==> src/rtl/norm_lzd_pkg.sv <==
// rtl/norm_lzd_pkg.sv - shared mode constants and count-width helper for the normaliser
package norm_lzd_pkg;

    localparam logic MODE_ONES  = 1'b0;
    localparam logic MODE_ZEROS = 1'b1;

    // Bits needed to hold a run length of 0..w inclusive.
    function automatic int cnt_width(input int w);
        return $clog2(w + 1);
    endfunction

endpackage

==> src/rtl/lzd_count_comb.sv <==
// rtl/lzd_count_comb.sv - combinational MSB-first leading-ones/zeros run counter
module lzd_count_comb
    import norm_lzd_pkg::*;
#(
    parameter int W  = 26,
    parameter int CW = cnt_width(W)
) (
    input  logic [W-1:0]  data,
    input  logic          mode,
    output logic [CW-1:0] count
);

    logic run_bit;
    logic hit;

    assign run_bit = (mode == MODE_ONES);

    // The first bit from the MSB that breaks the run fixes the count; no break means W.
    always_comb begin
        count = CW'(W);
        hit   = 1'b0;
        for (int i = W - 1; i >= 0; i--) begin
            if (!hit && (data[i] != run_bit)) begin
                count = CW'(W - 1 - i);
                hit   = 1'b1;
            end
        end
    end

endmodule

==> src/rtl/norm_lzd_pipe.sv <==
// rtl/norm_lzd_pipe.sv - 2-stage leading-run count and normalise pipeline; shifter under NORM_LZD_SHIFT_EN
module norm_lzd_pipe
    import norm_lzd_pkg::*;
#(
    parameter int W  = 26,
    parameter int CW = cnt_width(W)
) (
    input  logic          clk,
    input  logic          rst,
    input  logic [W-1:0]  Data_Dec_i,
    input  logic          Mode_i,
    input  logic          Valid_i,
    output logic          Ready_o,
    output logic [CW-1:0] Data_Bin_o,
    output logic [W-1:0]  Data_Norm_o,
    output logic          All_Flag_o,
    output logic          Valid_o,
    input  logic          Ready_i
);

    logic          s1_valid;
    logic          s2_valid;
    logic [CW-1:0] s1_count;
    logic [CW-1:0] cnt_in;
    logic          s1_adv;
    logic          s2_adv;
    logic          accept;

    lzd_count_comb #(.W(W), .CW(CW)) u_count (
        .data  (Data_Dec_i),
        .mode  (Mode_i),
        .count (cnt_in)
    );

    assign s2_adv  = !s2_valid || Ready_i;
    assign s1_adv  = !s1_valid || s2_adv;
    assign Ready_o = !rst && s1_adv;
    assign accept  = Valid_i && Ready_o;
    assign Valid_o = s2_valid;

    always_ff @(posedge clk) begin
        if (rst) begin
            s1_valid   <= 1'b0;
            s2_valid   <= 1'b0;
            s1_count   <= '0;
            Data_Bin_o <= '0;
            All_Flag_o <= 1'b0;
        end else begin
            if (s1_adv) begin
                s1_valid <= accept;
                if (accept) s1_count <= cnt_in;
            end
            if (s2_adv) begin
                s2_valid <= s1_valid;
                if (s1_valid) begin
                    Data_Bin_o <= s1_count;
                    All_Flag_o <= (s1_count == CW'(W));
                end
            end
        end
    end

`ifdef NORM_LZD_SHIFT_EN
    logic [W-1:0] s1_data;

    // A shift by W drops every bit, which gives the all-zero result for a full run.
    always_ff @(posedge clk) begin
        if (rst) begin
            s1_data     <= '0;
            Data_Norm_o <= '0;
        end else begin
            if (s1_adv && accept) s1_data <= Data_Dec_i;
            if (s2_adv && s1_valid) Data_Norm_o <= s1_data << s1_count;
        end
    end
`else
    assign Data_Norm_o = '0;
`endif

endmodule

==> config.mk <==
export PLATFORM = sky130hd
export DESIGN_NAME = norm_lzd_pipe
export DESIGN_NICKNAME = d
export VERILOG_FILES = /design/src/rtl/norm_lzd_pkg.sv /design/src/rtl/lzd_count_comb.sv /design/src/rtl/norm_lzd_pipe.sv
export SDC_FILE = /design/constraint.sdc
export NUM_CORES = 1
export LEC_CHECK = 0
export CORE_MARGIN = 2
export CORE_UTILIZATION = 45
export DETAILED_ROUTE_END_ITERATION = 7
export HOLD_SLACK_MARGIN = 0.12
export PLACE_DENSITY = 0.89
export SLEW_MARGIN = 20
export SYNTH_ARGS = -nofsm -noshare
export SYNTH_HDL_FRONTEND = slang
export SYNTH_SLANG_ARGS = --single-unit
==> constraint.sdc <==
create_clock -name clk -period 4.95 [get_ports clk]
set_clock_uncertainty 0.05 [all_clocks]
set_input_delay 1.485 -clock clk [delete_from_list [all_inputs] [get_ports clk]]
set_output_delay 1.485 -clock clk [all_outputs]
set_load 0.03 [all_outputs]
==> results of run 1 <==
==> sequential cells by signal, indices dropped and copies added (netlist names) <==
| signal | cells |
|---|---|
| s1_valid | 1 |
| Valid_o | 1 |
| All_Flag_o | 1 |
| Data_Bin_o | 5 |
| s1_count | 5 |
==> per-stage QoR <==
step	cells	hold slack, ns	util (%)	power, W	worst slack [ns]
floorplan	221	0.3964	-	0.0001970	1.248
global route	278	0.4888	58.68	0.0003060	0.4909
finish	278	0.4478	58.68	0.0002918	0.5279
global placement	274	0.4161	57.81	0.0002242	0.5947
detailed placement	274	0.4350	57.81	0.0002267	0.5316
CTS	278	0.4529	58.68	0.0002914	0.5261
==> final timing paths <==
kind / slack [ns] / end / depth (start not counted)
worst max-delay path: 0.53 / Ready_o / 4
worst min-delay path: 0.45 / All_Flag_o$_SDFFE_PP0P_ / 2
worst max register to register: 3.24 / s1_count[0]$_SDFFE_PP0P_ / 6
worst min register to register: 0.45 / All_Flag_o$_SDFFE_PP0P_ / 2
==> routing by layer <==
layer,vias up,global-route usage (%),wire (um),share of wire [%]
met5,-,0,0,0
met4,0,2.222,0,0
met3,0,3.030,190,5.9
met2,52,31.21,1578,49
met1,662,23.23,1431,45
li1,745,-,-,-
==> area by class of cell <==
class                      instances  area [um^2]
multi-input combinational        165        991.0
sequential                        13        260.3
tap                               44        55.05
clock buffer                       4        26.28
timing repair buffer              41        402.9
fill                             312         1251
inverter                          11        41.29
==> logic make-up after synthesis <==
kind of cell	synth area share (%)
buf+inv	18.29
xor+xnor	0.6185
flops	18.37
other cells	0.2648
mux	4.947
simple gates	29.59
compound gates	27.92
==> critical path: cells and delay by family <==
family,cells,cell delay (ns)
buffers and inverters,2,1.18
AO/OA/AOI/OAI,1,0.14
AND/OR/NAND/NOR,1,0.08
==> placed cells by master, fill, tap and decap left out, types with 4 or more instances in the layout <==
cell	n
clkdlybuf4s50_1	38
o21ai_0	8
nand2b_1	4
o22ai_1	7
nor2_1	16
a21oi_1	15
inv_1	11
nand4b_1	4
nand2_1	16
dfxtp_1	13
nor3_1	5
nor2b_1	5
mux2i_1	7
conb_1	26
nand3_1	7
==> power groups by stage <==
stage | sequential [W] | clock [W] | combinational, W
floorplan | 0.000115 | 0 | 0.0000824
global placement | 0.000113 | 0 | 0.000111
detailed placement | 0.000113 | 0 | 0.000114
CTS | 0.000111 | 0.0000668 | 0.000114
global route | 0.000111 | 0.0000706 | 0.000124
finish | 0.000111 | 0.0000664 | 0.000115
==> flow_metrics.py, run 1 <==
metrics = {
    "outcome": {
        "status": "complete, no violations",
    },
    "worst_setup_path": {
        "rr_startpoint": "s1_valid$_SDFFE_PP0N_",
        "critPathSlowestCell": "clkdlybuf4s50_1",
        "critPathKind": "primary input to output port",
        "path_cells": "clkdlybuf4s50_1 > nor2b_1 > a21oi_1 > clkdlybuf4s50_1",
        "critPathMostFrequentCell": "clkdlybuf4s50_1",
        "arrival_ns": 2.89,
        "end_kind": "output port",
        "max_stage_delay_ns": 0.68,
        "setup.worst_path.start_class": "primary input",
        "crit_start": "Ready_i",
        "crit_fanout": 3,
        "required_ns": 3.41,
    },
    "power": {
        "total_leakage_power_nw": 0.7035,
        "p_int_w": 0.0001845,
        "switchingPower_w": 0.0001073,
        "powerDensity_mw_per_mm2": 164.3,
        "power.share.clock_pct": 22.8,
        "p_comb_share_pct": 39.3,
        "ir_drop_v": 0.00006272,
        "pwr-share-seq_pct": 37.9,
        "switching_share_pct": 36.77,
    },
    "synth": {
        "synth_cells": 196,
        "avgSynthCellArea_um2": 7.226,
        "synthTopCellsByCount": "buf_4, nand2_1, nor2_1",
        "synthFlopType": "dfxtp_1",
        "synthDistinctLibCells": 47,
        "async_flop_share_pct": 0,
        "synth-seq-cells": 13,
        "ys_seq_area_share_pct": 18.37,
        "synth_edf_count": 0,
        "yosysWarnings": 0,
        "synth_area_leader_cell": "dfxtp_1",
        "synth.top_cell.area_share_pct": 18.37,
        "netlist_area_mm2": 0.001416,
        "synth.most_common_cell": "buf_4",
        "ys_top_cells_by_area": "dfxtp_1, buf_4, a21oi_1",
    },
    "floorplanning": {
        "ioPinCount": 65,
        "rows": 20,
        "chipWidth_um": 60.10,
        "die_h_um": 60.10,
        "initial_core_util_pct": 46.78,
        "core_mm2": 0.003028,
        "die_area_mm2": 0.003612,
    },
    "worst_hold_path": {
        "min_from": "All_Flag_o$_SDFFE_PP0P_",
        "hold_path.class": "flop to flop",
    },
    "run": {
        "cap_viol_max_count": 0,
    },
    "timing": {
        "fmax_mhz": 226.1,
        "slew_viol_final": 0,
        "finalCriticalPeriod_ns": 4.422,
        "period_share_pct": 89.34,
        "rsz0062_at_grt": "no",
        "hold_violations": 0,
        "final.setup.tns_ns": 0,
        "setup_viol": 0,
    },
    "route": {
        "drtAntennaViolNets": 0,
        "drc": 0,
        "num_vias": 1459,
        "first_iter_violations": 38,
        "drt_wl_total_mm": 3.200,
        "vias_per_cell": 5.248,
        "routedWlPerCell_um": 11.51,
        "drtPass1Iterations": 4,
    },
    "global_routing": {
        "grt_overflow": 0,
        "grt_pass1_vias": 1240,
        "grt_pass1_wl_mm": 5.092,
        "grt_max_degree": 17,
        "antenna_found_initial": 0,
        "grtUsageTotal_pct": 17.80,
    },
    "place": {
        "dp_hpwl_mm": 2.552,
        "port_buffers": 38,
        "routabilityCongestion": 0.8368,
        "dpl_cell_area_mm2": 0.001750,
    },
    "clocking": {
        "htree_levels": 1,
        "cts.sinks": 13,
        "clock-root-buffer": "clkbuf_4",
        "cts_tree": "done",
        "ctsResizeCount": 0,
        "clkLatencyLatePin_ns": 0.28,
        "cts.reportedPaths.clkPinSlew_ns": 0.08,
        "cts_setup_buffers": 0,
        "cts_buffers": 3,
        "hold_buffers": 0,
        "ctsLongestPathBuffers": 2,
    },
    "cells_and_area": {
        "diodes": 0,
        "finalInstanceArea_mm2": 0.001777,
        "drive_gt1_share_pct": 5.556,
        "final_nets": 266,
        "syn_to_final_growth_pct": 25.44,
    },
}
(Power assumes the default switching activity.)
==> inputs of run 2 (changes only) <==
Settings changed: CORE_MARGIN 2 to 5.
==> flow_metrics.py, run 2 (synthesis results as in run 1) <==
metrics = {
    "global_routing": {
        "antenna_found_initial": 0,
        "use_met1_pct": 19.73,
        "met2_usage_pct": 24.16,
        "grt_pass1_vias": 1276,
        "busiest_layer": "met2",
        "grt_max_degree": 17,
        "grtUsageTotal_pct": 14.86,
        "grt_pass1_wl_mm": 5.326,
        "grt_overflow": 0,
        "grt_util_met3_pct": 1.020,
    },
    "floorplanning": {
        "chipWidth_um": 66.10,
        "die_h_um": 66.10,
        "initial_core_util_pct": 46.78,
        "core_mm2": 0.003028,
        "ioPinCount": 65,
        "rows": 20,
        "die_area_mm2": 0.004369,
    },
    "cells_and_area": {
        "final_nets": 266,
        "diodes": 0,
        "mostFrequentLayoutCell": "clkdlybuf4s50_1",
        "finalInstanceArea_mm2": 0.001777,
        "top_regs": "Data_Bin_o (5), s1_count (5)",
        "nFillCells": 297,
        "final_cell_mix": "clkdlybuf4s50_1, conb_1, nor2_1, nand2_1, a21oi_1",
        "postLayoutCoreUtil_pct": 58.68,
        "final_cells": 278,
        "drive_gt1_share_pct": 5.556,
        "syn_to_final_growth_pct": 25.44,
    },
    "timing": {
        "slew_viol_final": 0,
        "setup_viol": 0,
        "fmax_mhz": 227.3,
        "period_share_pct": 88.89,
        "hold_violations": 0,
        "final.setup.tns_ns": 0,
        "rsz0062_at_grt": "no",
        "finalCriticalPeriod_ns": 4.400,
    },
    "worst_setup_path": {
        "end_kind": "output port",
        "r2r_setup_slack_ns": 3.28,
        "critPathTopFamily": "buffers and inverters",
        "setup.worst_path.start_class": "primary input",
        "cp_num_cells": 4,
        "critPathKind": "primary input to output port",
        "arrival_ns": 2.87,
        "rr_endpoint": "s1_count[0]$_SDFFE_PP0P_",
        "rr_startpoint": "s1_valid$_SDFFE_PP0N_",
        "crit_start": "Ready_i",
        "crit_fanout": 3,
        "required_ns": 3.41,
        "max_stage_delay_ns": 0.68,
        "critPathMostFrequentCell": "clkdlybuf4s50_1",
        "critPathSlowestCell": "clkdlybuf4s50_1",
        "path_cells": "clkdlybuf4s50_1 > nor2b_1 > a21oi_1 > clkdlybuf4s50_1",
        "path_buf_inv": 2,
        "reg2reg_depth": 6,
        "endpoint": "Ready_o",
    },
    "route": {
        "drc": 0,
        "num_vias": 1485,
        "drtAntennaViolNets": 0,
        "first_iter_violations": 87,
        "vias_per_cell": 5.342,
        "drtPass1Iterations": 4,
        "drt_wl_total_mm": 3.259,
        "routedWlPerCell_um": 11.72,
    },
    "run": {
        "cap_viol_max_count": 0,
    },
    "power": {
        "ir_drop_v": 0.00005435,
        "total_leakage_power_nw": 0.7035,
        "powerDensity_mw_per_mm2": 164.5,
    },
    "clocking": {
        "cts_buffers": 3,
        "cts_tree": "done",
        "cts.sinks": 13,
        "clock-root-buffer": "clkbuf_4",
        "cts_setup_buffers": 0,
        "ctsResizeCount": 0,
        "ctsLongestPathBuffers": 2,
        "hold_buffers": 0,
        "clkLatencyLatePin_ns": 0.29,
        "htree_levels": 1,
        "cts.reportedPaths.clkPinSlew_ns": 0.07,
    },
    "outcome": {
        "status": "complete, no violations",
    },
    "place": {
        "port_buffers": 38,
        "dp_hpwl_mm": 2.663,
        "dp.cells": 274,
        "dpl_cell_area_mm2": 0.001750,
        "routabilityCongestion": 0.8275,
    },
    "worst_hold_path": {
        "hold_path.class": "flop to flop",
    },
}
run 2: cell counts in the layout (fill, tap and decap cells not counted):
Identical to the previous run, type by type.
run 2: worst register-to-register path, cell delays in order, from the launching register on:
cell and delay [ns]:
dfxtp_1 0.34, nand3b_1 0.14, nand3_1 0.22, a221oi_1 0.27
o221ai_1 0.17, a211oi_1 0.24, a311oi_1 0.13
run 2: how the worst min path moves through the flow:
stage	from	to	cells past startpoint
finish	s1_count[3]$_SDFFE_PP0P_	s1_count[3]$_SDFFE_PP0P_	2
global route	s1_count[3]$_SDFFE_PP0P_	s1_count[3]$_SDFFE_PP0P_	2
global placement	s1_count[3]$_SDFFE_PP0P_	s1_count[3]$_SDFFE_PP0P_	2
detailed placement	s1_count[3]$_SDFFE_PP0P_	s1_count[3]$_SDFFE_PP0P_	2
CTS	s1_count[3]$_SDFFE_PP0P_	s1_count[3]$_SDFFE_PP0P_	2
floorplan	s1_count[4]$_SDFFE_PP0P_	s1_count[4]$_SDFFE_PP0P_	2
run 2: stage by stage:
step                worst slack, ns  hold WS (ns)  total power (W)
global route                 0.5055        0.4771        0.0003099
detailed placement           0.5452        0.4226        0.0002262
CTS                          0.5368        0.4342        0.0002928
finish                       0.5499        0.4390        0.0002922
floorplan                     1.248        0.3964        0.0001970
global placement             0.5913        0.4179        0.0002239
run 2: layout make-up:
cell class / instances / area (um^2) / share of cell area [%]
sequential: 13 / 260.3 / 14.65
tap: 44 / 55.05 / 3.099
clock buffer: 4 / 26.28 / 1.479
inverter: 11 / 41.29 / 2.324
timing repair buffer: 41 / 402.9 / 22.68
multi-input combinational: 165 / 991.0 / 55.77
run 2: layer usage:
metal	vias up	wire [um]
met3	5	191
met2	55	1550
met5	-	0
met4	0	61
li1	751	-
met1	674	1456
run 2: where the power goes:
group          leakage, nW  internal (W)  switching [W]
clock network       0.0150     0.0000314      0.0000359
logic                0.583     0.0000453      0.0000691
registers            0.106      0.000108     0.00000261
==> inputs of run 3 (changes only) <==
Settings changed: TNS_END_PERCENT set to 100.
==> results of run 3 <==
Same layout as run 2: the final DEF is identical, and so are final timing and power.
